File: config.mk
export PLATFORM = sky130hd
export DESIGN_NAME = mem_stage
export DESIGN_NICKNAME = d
export VERILOG_FILES = /design/src/rtl/mem_stage.sv
export SDC_FILE = /design/constraint.sdc
export NUM_CORES = 1
export LEC_CHECK = 0
export ABC_AREA = 1
export CORE_ASPECT_RATIO = 1.25
export CORE_MARGIN = 2
export CORE_UTILIZATION = 49
export CTS_BUF_LIST = sky130_fd_sc_hd__clkbuf_4
export DETAILED_ROUTE_END_ITERATION = 16
export PLACE_DENSITY = 0.83
export SYNTH_ARGS = -nofsm -noshare
export SYNTH_HDL_FRONTEND = slang
export SYNTH_SLANG_ARGS = --single-unit
File: constraint.sdc
create_clock -name CLK -period 1.95 [get_ports CLK]
set_input_delay 0.2925 -clock CLK [delete_from_list [all_inputs] [get_ports CLK]]
set_output_delay 0.2925 -clock CLK [all_outputs]
set_load 0.01 [all_outputs]
File: src/rtl/mem_stage.sv
// ---------------------------------------------------------------------------
// mem_stage -- MIPS memory-access stage (sits directly after EX).
//
// Takes the EX ALU result (effective address or plain value), the store data
// (rt) and the instruction. Non-memory instructions pass straight through to
// WB with one cycle of latency. Loads and stores run over a req/ack data bus,
// and Stall is held towards EX while an access is outstanding.
//
// Parameters
//   TIMEOUT_CYCLES  ACCESS cycles without DAck before the access is abandoned
//                   and reported with BusErr (1..1023).
//
// Optional feature (compile-time macro)
//   MEM_ALIGN_CHECK_EN  defined  : misaligned LH/LHU/SH/LW/SW do no bus access
//                                  and are reported with AddrErr.
//                       undefined: low address bits below the access size are
//                                  ignored (access forced aligned), AddrErr = 0.
//
// Ports
//   CLK, RST          clock; synchronous active-high reset
//   InValid           Ins/Result/Rdata2 carry an instruction this cycle
//   Ins, Result       instruction and ALU result from EX
//   Rdata2            store data (rt)
//   Stall             combinational; EX holds its outputs while high
//   DReq/DWe/DBe      data-bus request, write flag, byte enables (lane 0 = 7:0)
//   DAddr, DWdata     word address and lane-replicated store data
//   DRdata, DAck      read data and one-cycle completion strobe
//   OutValid          one-cycle pulse: WbData/WbIns/BusErr/AddrErr valid
//   WbData, WbIns     write-back value and instruction (held between pulses)
//   BusErr, AddrErr   error qualifiers of the OutValid pulse
//   DbgState          current FSM state (0 = IDLE, 1 = ACCESS)
//
// Data-bus handshake: DReq rises on the edge that enters ACCESS together with
// DWe/DBe/DAddr/DWdata, and all five stay constant until the cycle in which
// DAck is sampled high. DAck is a single-cycle strobe; DRdata is only looked
// at in that cycle. DReq drops on the edge that consumes DAck (or on the
// timeout edge, or on reset). DAck outside ACCESS is ignored.
// ---------------------------------------------------------------------------
module mem_stage #(
  parameter int unsigned TIMEOUT_CYCLES = 255
) (
  input  logic        CLK,
  input  logic        RST,
  input  logic        InValid,
  input  logic [31:0] Ins,
  input  logic [31:0] Result,
  input  logic [31:0] Rdata2,
  output logic        Stall,
  output logic        DReq,
  output logic        DWe,
  output logic [3:0]  DBe,
  output logic [31:0] DAddr,
  output logic [31:0] DWdata,
  input  logic [31:0] DRdata,
  input  logic        DAck,
  output logic        OutValid,
  output logic [31:0] WbData,
  output logic [31:0] WbIns,
  output logic        BusErr,
  output logic        AddrErr,
  output logic        DbgState
);

  localparam logic [5:0] OP_LB  = 6'h20;
  localparam logic [5:0] OP_LH  = 6'h21;
  localparam logic [5:0] OP_LW  = 6'h23;
  localparam logic [5:0] OP_LBU = 6'h24;
  localparam logic [5:0] OP_LHU = 6'h25;
  localparam logic [5:0] OP_SB  = 6'h28;
  localparam logic [5:0] OP_SH  = 6'h29;
  localparam logic [5:0] OP_SW  = 6'h2B;

  // Access size encoding used internally.
  localparam logic [1:0] SZ_B = 2'd0;
  localparam logic [1:0] SZ_H = 2'd1;
  localparam logic [1:0] SZ_W = 2'd2;

  // Last counter value before the abort; the abort happens in the
  // TIMEOUT_CYCLES-th ACCESS cycle, when the counter still holds N-1.
  localparam logic [9:0] TO_LAST = 10'(TIMEOUT_CYCLES - 1);

  typedef enum logic {
    S_IDLE   = 1'b0,
    S_ACCESS = 1'b1
  } state_t;

  state_t state;

  // ---------------------------------------------------------------------------
  // Decode of the incoming instruction
  // ---------------------------------------------------------------------------
  logic        in_mem;
  logic        in_store;
  logic        in_uns;
  logic [1:0]  in_size;
  logic [1:0]  in_low;      // byte offset after forcing alignment to size
  logic        in_misalign;
  logic [3:0]  in_be;
  logic [31:0] in_wdata;

  always_comb begin
    in_mem   = 1'b1;
    in_store = 1'b0;
    in_uns   = 1'b0;
    in_size  = SZ_W;
    case (Ins[31:26])
      OP_LB:  in_size = SZ_B;
      OP_LH:  in_size = SZ_H;
      OP_LW:  in_size = SZ_W;
      OP_LBU: begin in_size = SZ_B; in_uns = 1'b1; end
      OP_LHU: begin in_size = SZ_H; in_uns = 1'b1; end
      OP_SB:  begin in_size = SZ_B; in_store = 1'b1; end
      OP_SH:  begin in_size = SZ_H; in_store = 1'b1; end
      OP_SW:  begin in_size = SZ_W; in_store = 1'b1; end
      default: in_mem = 1'b0;
    endcase
  end

  always_comb begin
    in_low   = 2'b00;
    in_be    = 4'b1111;
    in_wdata = Rdata2;
    case (in_size)
      SZ_B: begin
        in_low   = Result[1:0];
        in_be    = 4'b0001 << Result[1:0];
        in_wdata = {4{Rdata2[7:0]}};
      end
      SZ_H: begin
        in_low   = {Result[1], 1'b0};
        in_be    = Result[1] ? 4'b1100 : 4'b0011;
        in_wdata = {2{Rdata2[15:0]}};
      end
      default: begin
        in_low   = 2'b00;
        in_be    = 4'b1111;
        in_wdata = Rdata2;
      end
    endcase
  end

`ifdef MEM_ALIGN_CHECK_EN
  assign in_misalign = in_mem &
                       (((in_size == SZ_H) & Result[0]) |
                        ((in_size == SZ_W) & (|Result[1:0])));
`else
  assign in_misalign = 1'b0;
`endif

  // A well-formed memory op in IDLE starts a bus access.
  logic start_access;
  assign start_access = InValid & in_mem & ~in_misalign;

  // ---------------------------------------------------------------------------
  // State latched for the access in flight
  // ---------------------------------------------------------------------------
  logic [1:0]  size_q;
  logic        uns_q;
  logic        store_q;
  logic [1:0]  low_q;
  logic [31:0] ins_q;
  logic [9:0]  tcnt;

  logic timeout_hit;
  assign timeout_hit = (tcnt == TO_LAST);

  // Load lane selection and extension from the returned word.
  logic [7:0]  rd_byte;
  logic [15:0] rd_half;
  logic [31:0] load_data;

  always_comb begin
    case (low_q)
      2'd0:    rd_byte = DRdata[7:0];
      2'd1:    rd_byte = DRdata[15:8];
      2'd2:    rd_byte = DRdata[23:16];
      default: rd_byte = DRdata[31:24];
    endcase
    rd_half = low_q[1] ? DRdata[31:16] : DRdata[15:0];
    case (size_q)
      SZ_B:    load_data = uns_q ? {24'h0, rd_byte} : {{24{rd_byte[7]}}, rd_byte};
      SZ_H:    load_data = uns_q ? {16'h0, rd_half} : {{16{rd_half[15]}}, rd_half};
      default: load_data = DRdata;
    endcase
  end

  // ---------------------------------------------------------------------------
  // Stall: in IDLE only while a new access is being accepted; in ACCESS until
  // the cycle that ends the access (DAck or timeout).
  // ---------------------------------------------------------------------------
  always_comb begin
    Stall = 1'b0;
    case (state)
      S_IDLE:   Stall = start_access;
      S_ACCESS: Stall = ~(DAck | timeout_hit);
      default:  Stall = 1'b0;
    endcase
  end

  assign DbgState = state;

  // ---------------------------------------------------------------------------
  // FSM and all registered outputs
  // ---------------------------------------------------------------------------
  always_ff @(posedge CLK) begin
    if (RST) begin
      state    <= S_IDLE;
      tcnt     <= '0;
      size_q   <= SZ_B;
      uns_q    <= 1'b0;
      store_q  <= 1'b0;
      low_q    <= 2'b00;
      ins_q    <= '0;
      DReq     <= 1'b0;
      DWe      <= 1'b0;
      DBe      <= '0;
      DAddr    <= '0;
      DWdata   <= '0;
      OutValid <= 1'b0;
      WbData   <= '0;
      WbIns    <= '0;
      BusErr   <= 1'b0;
      AddrErr  <= 1'b0;
    end else begin
      // Status flags are single-cycle pulses.
      OutValid <= 1'b0;
      BusErr   <= 1'b0;
      AddrErr  <= 1'b0;

      case (state)
        S_IDLE: begin
          if (InValid) begin
            if (in_misalign) begin
              OutValid <= 1'b1;
              AddrErr  <= 1'b1;
              WbData   <= '0;
              WbIns    <= Ins;
            end else if (in_mem) begin
              size_q  <= in_size;
              uns_q   <= in_uns;
              store_q <= in_store;
              low_q   <= in_low;
              ins_q   <= Ins;
              tcnt    <= '0;
              DReq    <= 1'b1;
              DWe     <= in_store;
              DBe     <= in_be;
              DAddr   <= {Result[31:2], 2'b00};
              DWdata  <= in_wdata;
              state   <= S_ACCESS;
            end else begin
              OutValid <= 1'b1;
              WbData   <= Result;
              WbIns    <= Ins;
            end
          end
        end

        S_ACCESS: begin
          // DAck in the timeout cycle still counts as a normal completion.
          if (DAck) begin
            OutValid <= 1'b1;
            WbData   <= store_q ? 32'h0 : load_data;
            WbIns    <= ins_q;
            DReq     <= 1'b0;
            DWe      <= 1'b0;
            DBe      <= '0;
            tcnt     <= '0;
            state    <= S_IDLE;
          end else if (timeout_hit) begin
            OutValid <= 1'b1;
            BusErr   <= 1'b1;
            WbData   <= '0;
            WbIns    <= ins_q;
            DReq     <= 1'b0;
            DWe      <= 1'b0;
            DBe      <= '0;
            tcnt     <= '0;
            state    <= S_IDLE;
          end else begin
            tcnt <= tcnt + 10'd1;
          end
        end

        default: state <= S_IDLE;
      endcase
    end
  end

endmodule

# Word level (Yosys, flattened, before mapping)
# Cells that the tools add are included.
word_totals:
  elab_cells: 105
  output_inout_bits: 139
  inputBits: 132
  register_bits: 183
classes:
  shifts: 1
  mux: 53
  reduce_logical: 13
  addsub: 1
  bitwise: 4
  eq_ne: 17
ops:
  columns: ["op", "n"]
  rows:
  - ["32-bit two-way mux", 11]
  - ["32-bit one-hot mux with 2 select lines", 4]
  - ["6-bit == test (second input constant)", 8]
  - ["10-bit two-way mux", 4]
  - ["8-bit one-hot mux with 3 select lines", 1]
  - ["4-bit two-way mux", 5]
  - ["10-bit one-hot mux with 2 select lines", 1]
  - ["1-bit two-way mux", 17]
  - ["16-bit two-way mux", 1]
  - ["4-bit one-hot mux with 2 select lines", 2]
  - ["3-bit OR reduction", 4]
  - ["10-bit by 1-bit adder with 10-bit output (second input constant)", 1]
  - ["10-bit by 8-bit == test with 1-bit output (second input constant)", 1]
  - ["1-bit one-hot mux with 2 select lines", 5]
  - ["3-bit AND reduction", 3]
  - ["2-bit one-hot mux with 2 select lines", 2]
  - ["8-bit OR reduction", 1]
  - ["2-bit by 1-bit == test with 1-bit output (second input constant)", 3]
  - ["2-bit logical NOT", 3]
  - ["2-bit inequality test (second input constant)", 3]
  - ["1-bit by 2-bit left shift with 4-bit output (first input constant)", 1]
  - ["3-bit by 2-bit inequality test with 1-bit output (second input constant)", 1]
  - ["2-bit == test (second input constant)", 1]
  - ["1-bit NOT", 2]
  - ["other kinds (4)", 4]

# Logic depth before layout (Yosys ltp)
depth:
  word_depth: 8
  ltp_mapped: 11
  depth_no_buf: 11

# Least setup slack after synthesis
# Ideal clock, no wire load.
synth_timing:
  path_kind: "reg-to-reg"
  startpoint: "register tcnt[0]"
  endpoint: "register WbIns[31]"
  setup_ns: 0.113
  path_buffers: 2
  stages_incl_launch_ff: 12
  synth_period_minus_slack_ns: 1.552
  setup_slack_ns: 0.398
  t_arrival_ns: 1.439
  required_ns: 1.837
  cell_sequence: "dfxtp_1 -> inv_1 -> ha_1 -> inv_1 -> nor2_2 -> nand3_4 -> nand2_4 -> nand3_2 -> buf_6 -> buf_6 -> o21ai_1 -> nor2_1"
synth_between:
  elab_chain_cells: 3
synth_lines:
  columns: ["item", "line", "text"]
  rows:
  - ["from (decl)", "162", "logic [9:0] tcnt;"]
  - ["from (signal assigned)", "281", "tcnt <= tcnt + 10'd1;"]
  - ["10-bit by 8-bit == test with 1-bit output", "165", "assign timeout_hit = (tcnt == TO_LAST);"]
  - ["3-bit by 2-bit inequality test with 1-bit output (no source line)", null, null]
  - ["3-bit AND reduction (no source line)", null, null]
  - ["to (signal assigned)", "237", "WbIns <= Ins;"]
  - ["to (signal assigned)", "254", "WbIns <= Ins;"]
  - ["to (signal assigned)", "264", "WbIns <= ins_q;"]
  - ["to (decl)", "58", "output logic [31:0] WbIns,"]
# Every way passes these cells.
# A chain may end at the register's enable or synchronous reset.

# Worst setup path in the final report
layout_timing:
  startpoint: "register tcnt[3]"
  endpoint: "output port Stall"
layout_between:
  elab_chain_cells: 4
layout_lines:
  columns: ["item", "line", "text"]
  rows:
  - ["10-bit by 8-bit == test with 1-bit output", "165", null]
  - ["1-bit bitwise OR", "195", "S_ACCESS: Stall = ~(DAck | timeout_hit);"]
  - ["1-bit NOT", "195", null]
  - ["1-bit one-hot mux with 2 select lines", "193", "case (state)"]
  - ["to (decl)", "48", "output logic Stall,"]
# Every way passes these cells.

==> impl_metrics.py <==
metrics = {
    "status": {
        "outcome": "complete, no violations",
    },
    "clock_tree": {
        "root_buffer": "clkbuf_4",
        "numCtsBuffers": 17,
        "cts_tree": "built",
        "holdBufCountCts": 0,
        "clock_latency_ns": 0.60,
        "cts_sinks": 183,
        "clk_pin_slew_ns": 0.15,
        "clock_path_buffers": 2,
        "htreeDepth": 4,
    },
    "worst_setup_path": {
        "crit_path_start_kind": "flip-flop",
        "cp_cell_sequence": "nand2_1 > nor2_4 > nand3_4 > nand2_4 > nand2_2 > buf_6",
        "setup.worst_path.class": "flip-flop to output port",
        "cp_data_arrival_time_ns": 1.59,
        "cp_slowest_stage_delay_ns": 0.40,
        "crit_buf_inv": 1,
        "critPathTopFamily": "simple AND/OR/NAND/NOR gates",
        "cp.required_ns": 1.66,
        "critPathMaxFanout": 4,
        "endpoint_kind": "output port",
        "slowest_stage": "dfxtp_1",
    },
    "timing": {
        "relSlewSlack_pct": 60.9,
        "worst_slack_ns": 0.0700,
        "finalHoldViolCount": 0,
        "setup_viol": 0,
        "rsz0062_at_grt": "yes",
        "fin_crit_sh_pct": 96.4,
        "slew_viol_final": 0,
        "min_period_ns": 1.88,
        "fin_skew_ns": 0.0255,
        "tightest_slew_ns": 0.586,
        "max_freq_mhz": 532,
    },
    "cells_and_area": {
        "area_delta_synth_final_pct": 38.0,
        "fin_util_pct": 69.3,
        "drive_gt1_share_pct": 8.51,
        "layout.nets": 1722,
        "final_cell_mix": "394 x nand2_1, 264 x clkdlybuf4s50_1, 175 x dfxtp_1",
        "stdcell_count": 1824,
        "design_area_um2": 12100,
        "layout_commonest_cell": "nand2_1",
    },
    "placed_design": {
        "io_buffer_count": 267,
        "dp.cells": 1792,
        "hpwl_um": 19400,
        "place_area_um2": 11800,
        "gp_congestion": 0.967,
        "pre_cts_ws_ns": -0.270,
    },
    "power": {
        "total_power_mw": 7.75,
        "power_density_nw_per_um2": 639,
        "p_leak_nw": 5.09,
        "ir_worst_vdd_mv": 0.376,
    },
    "synthesis": {
        "yosysUniqueCellTypes": 31,
        "avgSynthCellArea_um2": 6.56,
        "ys_warn_count": 0,
        "synth_top_family_by_area": "simple AND/OR/NAND/NOR gates",
        "synth_xor_xnor_area_share_pct": 0.199,
        "synthAdderAreaFrac_pct": 0.285,
        "synth_edf_count": 0,
        "synth_cells": 1340,
        "synthArstFlopShare_pct": 0,
        "ys_ff_latch": 183,
        "syn_area_um2": 8780,
        "synthSimpleGateAreaFrac_pct": 31.5,
        "synthMuxAreaShare_pct": 0,
        "synth_flop_cell": "dfxtp_1",
        "ys_seq_area_share_pct": 41.7,
        "synth_compound_area_share_pct": 15.5,
    },
    "flow_run": {
        "maxCapViolations": 0,
    },
    "route": {
        "drt_pass1_iterations": 5,
        "viasPerCell": 5.13,
        "drt-wirelength-per-cell_um": 14.8,
        "drtIter0Drc": 712,
        "wl_met2_um": 13000,
        "ant_nets": 0,
        "routed-via-count": 9353,
        "top_layer": "met4",
        "wirelength_um": 27100,
        "drc": 0,
        "wl_met3_um": 2420,
        "drt-met1-wl_um": 10700,
    },
    "global_routing": {
        "grt_max_degree": 87,
        "grt_pass1_vias": 8658,
        "globalRouteOverflowTotal": 0,
        "grt_antenna_before_repair": 1,
        "grt_pass1_wl_um": 42400,
        "grt_usage_pct": 28.1,
    },
    "floorplanning": {
        "num_io_pins": 271,
        "fp-row-count": 54,
        "start_util_pct": 50.2,
        "die_w_um": 124,
        "dieArea_um2": 19000,
        "coreArea_um2": 17500,
        "die_y_um": 154,
    },
    "min_path": {
        "hold_class": "primary input to flip-flop",
    },
}
==> area by class of cell <==
type	instances	area [um2]
diodes	1	2.50
clock buffers	17	128
clock inverters	13	149
fillers	1524	5370
inverters	126	475
multi-input cells	948	4210
flip-flops and latches	183	3680
well taps	224	280
repair buffers	312	3200
==> worst reg2reg max path, cell delays in order (launching register included) <==
cell and delay (ns):
dfxtp_1 0.40, nand2_1 0.16, nor2_4 0.14, nand3_4 0.08, buf_4 0.14, buf_4 0.15
nand2_2 0.08, nand2_4 0.08, nand2_2 0.14, buf_12 0.19, nor2_1 0.07, nor2_1 0.11
==> metrics by stage <==
step,TNS [ns],hold WS (ns)
3_5_place_dp,-21.97,0.438
2_1_floorplan,0,0.369
5_1_grt,-0.0155,0.137
4_1_cts,-0.0508,0.126
3_3_place_gp,-15.16,0.428
6_report,0,0.164
==> sequential cells by signal, summed over array words and instances, names as in the netlist <==
| register | count |
|---|---|
| tcnt | 10 |
| store_q | 1 |
| BusErr | 1 |
| DReq | 1 |
| DWdata | 32 |
| uns_q | 1 |
| low_q | 2 |
| WbData | 32 |
| DbgState | 1 |
| WbIns | 32 |
| DBe | 4 |
| ins_q | 32 |
| OutValid | 1 |
| size_q | 2 |
| DWe | 1 |
| DAddr | 30 |
==> cells by family (layout without fill, tap and decap cells) <==
| family | count (synthesis) | after routing |
|---|---|---|
| adder cells (fa/ha/maj) | 2 | 2 |
| AO/OA/AOI/OAI | 271 | 271 |
| flip-flops | 183 | 183 |
| AND/OR/NAND/NOR | 670 | 670 |
| XOR/XNOR | 2 | 2 |
| buffers and inverters | 211 | 468 |
| other | 1 | 4 |
==> path summary, 6_finish.rpt <==
path	slack (ns)	cells past startpoint	to	from
min reg2reg	0.45	2	ins_q[30]$_SDFFE_PP0P_	ins_q[30]$_SDFFE_PP0P_
max reg2reg	0.17	11	WbIns[30]$_SDFFE_PP0P_	tcnt[3]$_SDFFE_PP0P_
max	0.07	6	Stall	tcnt[3]$_SDFFE_PP0P_
min	0.16	4	ins_q[3]$_SDFFE_PP0P_	RST
==> routing by layer <==
| metal | vias to the layer above | global-route usage (%) |
|---|---|---|
| met1 | 4217 | 32.9 |
| met2 | 370 | 47.3 |
| met3 | 56 | 8.12 |
| met5 | - | 0 |
| met4 | 0 | 11.6 |
| li1 | 4710 | - |
==> cells in the mapped netlist, types with 4 or more instances <==
cell type / number / area share [%]
a21oi_1: 154 / 8.8
nand2_1: 395 / 17
inv_2: 4 / 0.17
inv_1: 121 / 5.2
nor2_1: 157 / 6.7
buf_6: 7 / 0.90
dfxtp_1: 183 / 42
nand2_2: 5 / 0.36
nand3_1: 67 / 3.8
clkbuf_1: 33 / 1.4
buf_2: 33 / 1.9
nand3_2: 4 / 0.46
buf_4: 9 / 0.77
or2_2: 6 / 0.43
nand4_1: 7 / 0.50
nor2_2: 23 / 1.6
o21ai_1: 28 / 1.6
o21ai_0: 87 / 5.0
==> where the power goes <==
group          total (mW)  switching (mW)  internal (mW)
registers            4.01          0.0903           3.92
logic                1.59           0.793          0.799
clock network        2.15            1.39          0.764
==> what timing repair did <==
action	CTS	global route
gates resized for setup	9	15
buffers inserted	0	1
pin swaps	1	4
setup endpoints to repair	2	1
(Power assumes the default switching activity.)
